<file path="src/rtl/pipe_stage_skid.sv">
// pipe_stage_skid: valid/ready pipeline register with a one-entry skid buffer and synchronous flush
module pipe_stage_skid #(
    parameter int                DATA_W   = 104,
    parameter int                CTRL_W   = 3,
    parameter logic [DATA_W-1:0] RST_DATA = '0
) (
    input  logic              clk_i,
    input  logic              rst_i,
    input  logic              flush_i,
    input  logic              in_valid_i,
    output logic              in_ready_o,
    input  logic [DATA_W-1:0] in_data_i,
    input  logic [CTRL_W-1:0] in_ctrl_i,
    output logic              out_valid_o,
    input  logic              out_ready_i,
    output logic [DATA_W-1:0] out_data_o,
    output logic [CTRL_W-1:0] out_ctrl_o,
    output logic [1:0]        count_o
);
    // state bits are {m_v, s_v}; 2'b01 has no name because it must never occur
    typedef enum logic [1:0] {EMPTY = 2'b00, ONE = 2'b10, FULL = 2'b11} state_t;
    state_t            state, state_nxt;
    logic              m_v, s_v, acc, drn;
    logic              m_from_in, m_from_s, s_from_in;
    logic [DATA_W-1:0] m_data, s_data;
    logic [CTRL_W-1:0] m_ctrl, s_ctrl;
    assign m_v = state[1];
    assign s_v = state[0];
    assign acc = in_valid_i & in_ready_o;
    assign drn = out_valid_o & out_ready_i;
    // occupancy state; reset beats flush, flush is folded into the next-state logic
    always_ff @(posedge clk_i) begin
        state <= rst_i ? EMPTY : state_nxt;
    end
    // occupancy transitions: one beat in and one out at most per cycle
    always_comb begin
        state_nxt = flush_i          ? EMPTY :
                    (state == FULL)  ? (drn ? ONE : FULL) :
                    (state == ONE)   ? ((acc == drn) ? ONE : (acc ? FULL : EMPTY)) :
                                       (acc ? ONE : EMPTY);
    end
    // register load selects; a flushed cycle leaves the payload flops untouched
    always_comb begin
        m_from_in = acc & ~flush_i & ((state == EMPTY) | ((state == ONE) & drn));
        s_from_in = acc & ~flush_i & (state == ONE) & ~drn;
        m_from_s  = ~flush_i & (state == FULL) & drn;
    end
    // head entry: refilled from the input when it empties, or from the skid entry
    always_ff @(posedge clk_i) begin
        if (rst_i) begin
            m_data <= RST_DATA;
            m_ctrl <= '0;
        end else if (m_from_in) begin
            m_data <= in_data_i;
            m_ctrl <= in_ctrl_i;
        end else if (m_from_s) begin
            m_data <= s_data;
            m_ctrl <= s_ctrl;
        end
    end
    // skid entry: catches the beat that arrives while the head is stalled
    always_ff @(posedge clk_i) begin
        if (rst_i) begin
            s_data <= RST_DATA;
            s_ctrl <= '0;
        end else if (s_from_in) begin
            s_data <= in_data_i;
            s_ctrl <= in_ctrl_i;
        end
    end
    // outputs come straight from flops; ready never looks at out_ready_i
    always_comb begin
        in_ready_o  = ~s_v;
        out_valid_o = m_v;
        out_data_o  = m_data;
        out_ctrl_o  = m_ctrl & {CTRL_W{m_v}};
        count_o     = {s_v, m_v & ~s_v};
    end
    // a held skid beat without a head beat would break FIFO order
    always_ff @(posedge clk_i) begin
        if (!rst_i) assert (state != 2'b01);
    end
endmodule
</file>
<file path="config.mk">
export PLATFORM = sky130hd
export DESIGN_NAME = pipe_stage_skid
export DESIGN_NICKNAME = d
export VERILOG_FILES = /design/src/rtl/pipe_stage_skid.sv
export SDC_FILE = /design/constraint.sdc
export NUM_CORES = 1
export LEC_CHECK = 0
export ABC_CLOCK_PERIOD_IN_PS = 2950
export CAP_MARGIN = 20
export CORE_MARGIN = 5
export CORE_UTILIZATION = 55
export CTS_CLUSTER_DIAMETER = 150
export DETAILED_ROUTE_END_ITERATION = 6
export PLACE_DENSITY_LB_ADDON = 0.25
export SETUP_SLACK_MARGIN = 0.15
export SLEW_MARGIN = 20
export SYNTH_ARGS = -nofsm -noshare
export SYNTH_HDL_FRONTEND = slang
export SYNTH_SLANG_ARGS = --single-unit
</file>
<file path="constraint.sdc">
create_clock -name clk_i -period 2.95 [get_ports clk_i]
set_input_delay 0.59 -clock clk_i [delete_from_list [all_inputs] [get_ports clk_i]]
set_output_delay 0.59 -clock clk_i [all_outputs]
set_load 0.01 [all_outputs]
</file>
-- Word-level counts from Yosys, hierarchy flattened
Index checks and enable logic that the tools add are counted.
- memories: 0
- bits in read-only memories: 0
- input bits: 112
- flip-flop bits (word level): 216
- output and inout bits: 111
- word-level logic and storage cells: 36
- bits in writable memories: 0
- bits in latches: 0
- add/sub/neg operators: 0
- magnitude comparators: 0
- multiply operators: 0
- eq/ne operators: 3
- bitwise logic cells: 15
- shift operators: 0
- reduce and logical (&&, ||, !) cells: 3
- divide/modulo/power cells: 0
- muxes and demuxes: 10
- operators with widths (kind ; count):
    $mux W104 ; 2
    $and A1 B1 Y1 ; 10
    $mux W2 ; 5
    $mux W3 ; 2
    $eq A2 B2 Y1 const B ; 2
    $and A3 B3 Y3 ; 1
    $not A1 Y1 ; 3
    $logic_not A2 Y1 ; 1
    $reduce_bool A2 Y1 ; 1
    $reduce_or A2 Y1 ; 1
    $eq A1 B1 Y1 ; 1
    $mux W1 ; 1
    $or A1 B1 Y1 ; 1

-- Longest topological paths before layout
Gate-level depths: netlist (run 1).
- depth in word-level cells: 6
- mapped depth: 7
- depth with buffers taken out: 3

-- Least setup slack after synthesis (run 1)
OpenSTA, ideal clock, no wires.
- path type: input port to flip-flop
- from: in flush_i
- to: reg m_data[5] (netlist: out_data_o[5])
- path buffers: 3
- slack: 1.101 ns
- required time: 2.795 ns
- stages: 5
- setup time: 0.155 ns
- arrival: 1.693 ns
- cells stage by stage: buf_2 buf_2 nor2_1 clkbuf_1 a221oi_1
- word-level cells in the longest chain between the ends: 4
- elaborated cells between the ends (all ways): 7
- classes of those cells: mux: 1; bitwise: 5; reduce/logical: 1
- ends and longest elaborated chain (item ; RTL line ; source):
    from (decl) ; 9 ; input logic flush_i,
    $not A1 Y1 (*) ; 44, 46 ;
    $and A1 B1 Y1, on equally long branches (2 in series) ; 44, 46 ;
    $mux W104 / $reduce_bool A2 Y1 (equally long branches) ; -- ;
    to (signal assigned) ; 54 ; m_data <= in_data_i;
    to (signal assigned) ; 57 ; m_data <= s_data;
    to (decl) ; 25 ; logic [DATA_W-1:0] m_data, s_data;
Every way passes the cells marked *; elsewhere a longest branch is shown, timed or not.
A chain may end at the register's enable or synchronous reset.

-- Worst setup path in the final report (run 1)
- from: reg state[1]
- to: out out_ctrl_o[1]
- word-level cells in the longest chain between the ends: 1
- ends and longest elaborated chain (item ; RTL line ; source):
    from (decl) ; 22 ; state_t state, state_nxt;
    from (signal assigned) ; 33 ; state <= rst_i ? EMPTY : state_nxt;
    $and A3 B3 Y3 ; 76 ; out_ctrl_o = m_ctrl & {CTRL_W{m_v}};
    to (decl) ; 17 ; output logic [CTRL_W-1:0] out_ctrl_o,
Every way passes these cells.

==> Implementation_results.wiki, run 1 <==
{| class="wikitable"
! Metric !! Value
|-
| Run status || complete, no violations
|-
| CTS tree || yes
|-
| Data required time at the worst endpoint || approximately 2400 ps
|-
| Proportion of synthesized chip area in sequential cells || 42.2%
|-
| Post-CTS Setup Inserts || 0
|-
| Number of instances in the synthesized netlist || 1230
|-
| Count of distinct cell types in the synthesized netlist || 28
|-
| Max Clock Freq || 368 MHz
|-
| Die area || 21500 um2
|-
| Y dimension of the die || between 100 and 150 um
|-
| Max Slew Vio Count || 0
|-
| Sw Share || 24.5%
|-
| #FFs+latches synth || 216
|-
| Via density per instance || between 6 and 7
|-
| Combinational share of power || 14.6%
|-
| Power per cell area || roughly 530 nW/um2
|-
| Total overflow reported by the global router || 0
|-
| Number of antenna violations at the first check in global routing || 0
|-
| Initial core utilization || 55.4%
|-
| Number of iterations in the first detailed-routing pass || 5
|-
| Total I/O pin count || between 200 and 250
|-
| Drt wl/cell || 18.6 um
|-
| Highest ir drop seen on vdd || 378 uV
|-
| Tot GR Track Use || about a quarter
|-
| Clock sink total || roughly 220
|-
| Synthesis warning total || 0
|-
| Site Rows || 50
|-
| Root Driver || clkbuf_16
|-
| Fraction of power consumed by sequential logic || 44.5%
|-
| Period utilisation layout || 92.0%
|-
| Dominant delay contributor by cell family on the critical path || flip-flops
|-
| Area of the multi-input gates || 4560 um2
|-
| Hold-fix buffers, CTS || 0
|-
| Total power consumption of the routed design || ~0.007 W
|-
| Cts bufs inserted || 23
|-
| Critical path type || flip-flop to primary output
|-
| Largest net degree at the start of global routing || 114
|-
| Total net switching power || 0.00171 W
|-
| Storage cell area || 4330 um2
|-
| Number of nets in the synthesized netlist || 1342
|-
| Share of async-settable or async-resettable flops after synthesis || 0%
|-
| Final Wtd Congestion || 0.793
|-
| CP max FO || 56
|-
| Resized cells post-CTS || 0
|-
| Vias || 9824
|-
| Number of enable-type register cells in the synthesized netlist || 0
|-
| ANT nets after route || 0
|-
| Count of endpoints failing hold in the final timing report || 0
|-
| Critical path, cell by cell || and2_1 -> clkdlybuf4s50_1
|-
| Area growth from synthesis to layout || 28.9%
|-
| Number of diodes added for antenna fixing || 0
|-
| Die width || 147 um
|-
| Post-route DRC violation count || 0
|-
| Critical Path End Type || primary output
|-
| RSZ-0062 raised after global routing || false
|-
| Maximum buffer depth of the clock tree || 3
|-
| Measured slew at the worst slew-check pin || around 700 ps
|-
| Ys flop type || dfxtp_1
|-
| Port Buffer Count || around 220
|-
| Post-detail-place hpwl || 17600 um
|-
| Filler cell count || roughly 1500
|-
| Setup violators final || 0
|-
| Utilization after layout || 71.4%
|-
| Buf/Inv on CP || 1
|-
| Smallest hold slack || between 400 and 500 ps
|-
| Internal power summed over all cells || roughly 0.0053 W
|-
| Floorplan Core Area || 18500 um2
|-
| Violation count after the first detailed-routing iteration || 843
|-
| Min Clock Period, post-route || roughly 2700 ps
|-
| Number of max-cap violations || 0
|-
| Slew HR || a little over half
|-
| CTS H-tree lvls || 1
|-
| Nets@finish || 1470
|-
| Mean Syn Cell Area || about 8.3 um2
|-
| Clock edge transition at the registers on the reported setup and hold paths || approximately 60 ps
|-
| Wire length of the first global-routing pass || ~48000 um
|-
| Layout cells sized above 1 || a little under a tenth
|-
| Number of global-route vias before repair || approximately 9200
|-
| Clock power frac || 40.9%
|-
| Clk_skew || between 4 and 5 ps
|-
| Peak per-stage delay on the critical path || 810 ps
|-
| Clock insertion delay at the later pin of the skew report || 490 ps
|-
| Min-Delay Path Class || flip-flop to flip-flop
|-
| Data arrival time of the worst path || 2120 ps
|-
| Slowest cell on crit path || dfxtp_4
|-
| Total detailed-routing wirelength || 29900 um
|-
| Kind of start point of the critical path || flip-flop
|-
| Mapped cell area || 10300 um2
|-
| Setup TNS after final layout || 0 ps
|-
| Leakage dissipation || between 4 and 5 nW
|}
## power by group through the flow
stage / Clock, W / Combinational, W / Sequential (W)
6_report: 0.00286 / 0.00102 / 0.00311
5_1_grt: 0.00303 / 0.00109 / 0.00312
4_1_cts: 0.00290 / 0.00102 / 0.00311
3_5_place_dp: 0 / 0.00101 / 0.00317
3_3_place_gp: 0 / 0.000997 / 0.00317
2_1_floorplan: 0 / 0.000483 / 0.00320
## layout by cell type (no fill, tap or decap), drive strengths merged, types with 5 or more instances in the layout
master         instances
inv                  211
a21oi                110
a221oi               104
buf                   26
clkdlybuf4s50        219
nand3                107
a32o                 104
clkbuf                32
clkinv                 5
nor2                 105
o21ai                109
dfxtp                216
## cells by family after synthesis
group           count (synthesis)  share of synthesized area, %
mux                             4                         0.391
flops                         216                          42.2
buf+inv                       355                          13.8
simple gates                  224                          9.93
compound gates                431                          33.7
## sequential cells by signal, indices dropped and copies added, names as in the netlist
signal,cells
out_data_o,104
s_data,104
m_ctrl,3
s_ctrl,3
state,2
## path summary, 6_finish.rpt
path	startpoint	endpoint	slack [ps]	cells past startpoint
worst max register to register	state[1]	out_data_o[68]	800	4
worst min-delay path	out_data_o[41]	out_data_o[41]	460	2
worst max-delay path	state[1]	out_ctrl_o[1]	240	2
worst min register to register	out_data_o[41]	out_data_o[41]	460	2
## stage by stage
stage | std cells | instance area, um2 | setup WS, ps
global placement | 1567 | 12500 | 429
detailed placement | 1567 | 12500 | 306
CTS | 1605 | 13200 | 228
finish | 1605 | 13200 | 235
floorplan | 1230 | 10300 | 1100
global route | 1605 | 13200 | 160
## layout make-up
class                           count  share of cell area (%)
Sequential cell                   216                    32.8
Timing Repair Buffer              246                    18.9
Multi-Input combinational cell    659                    34.5
Inverter                          212                    6.03
Clock buffer                       31                    4.73
Clock inverter                      7                   0.833
Tap cell                          234                    2.22
## metal layers
metal / wire length (um) / GRT usage (%) / vias to the layer above
li1: - / - / 4615
met1: 12700 / 35.3 / 4735
met2: 14100 / 42.7 / 420
met3: 2490 / 5.09 / 54
met4: 681 / 7.01 / 0
met5: 0 / 0 / -
## cells in the mapped netlist, types with 4 or more instances
master | instances | share of area [%]
inv_1 | 211 | 7.7
dfxtp_1 | 216 | 42
nand3_1 | 107 | 5.2
clkbuf_1 | 106 | 3.9
buf_6 | 7 | 0.77
mux2i_1 | 4 | 0.39
o21ai_0 | 106 | 5.2
a21oi_1 | 110 | 5.4
a32o_1 | 104 | 10
nor2_1 | 105 | 3.8
a221oi_2 | 60 | 8.8
buf_1 | 10 | 0.37
buf_2 | 19 | 0.93
a221oi_1 | 44 | 3.8
## tightest hold or removal path, cell delays in order (launching register included)
cell and delay, ps:
dfxtp_1 300, inv_1 60, a221oi_2 50
(Power assumes the default switching activity.)
==> run 2: changes to the inputs <==
--- a/config.mk
+++ b/config.mk
@@ -5,7 +5,6 @@
 export SDC_FILE = /design/constraint.sdc
 export NUM_CORES = 1
 export LEC_CHECK = 0
-export ABC_CLOCK_PERIOD_IN_PS = 2950
 export CAP_MARGIN = 20
 export CORE_MARGIN = 5
 export CORE_UTILIZATION = 55
==> results of run 2 <==
Final layout, timing and power as in run 1 (identical DEF).
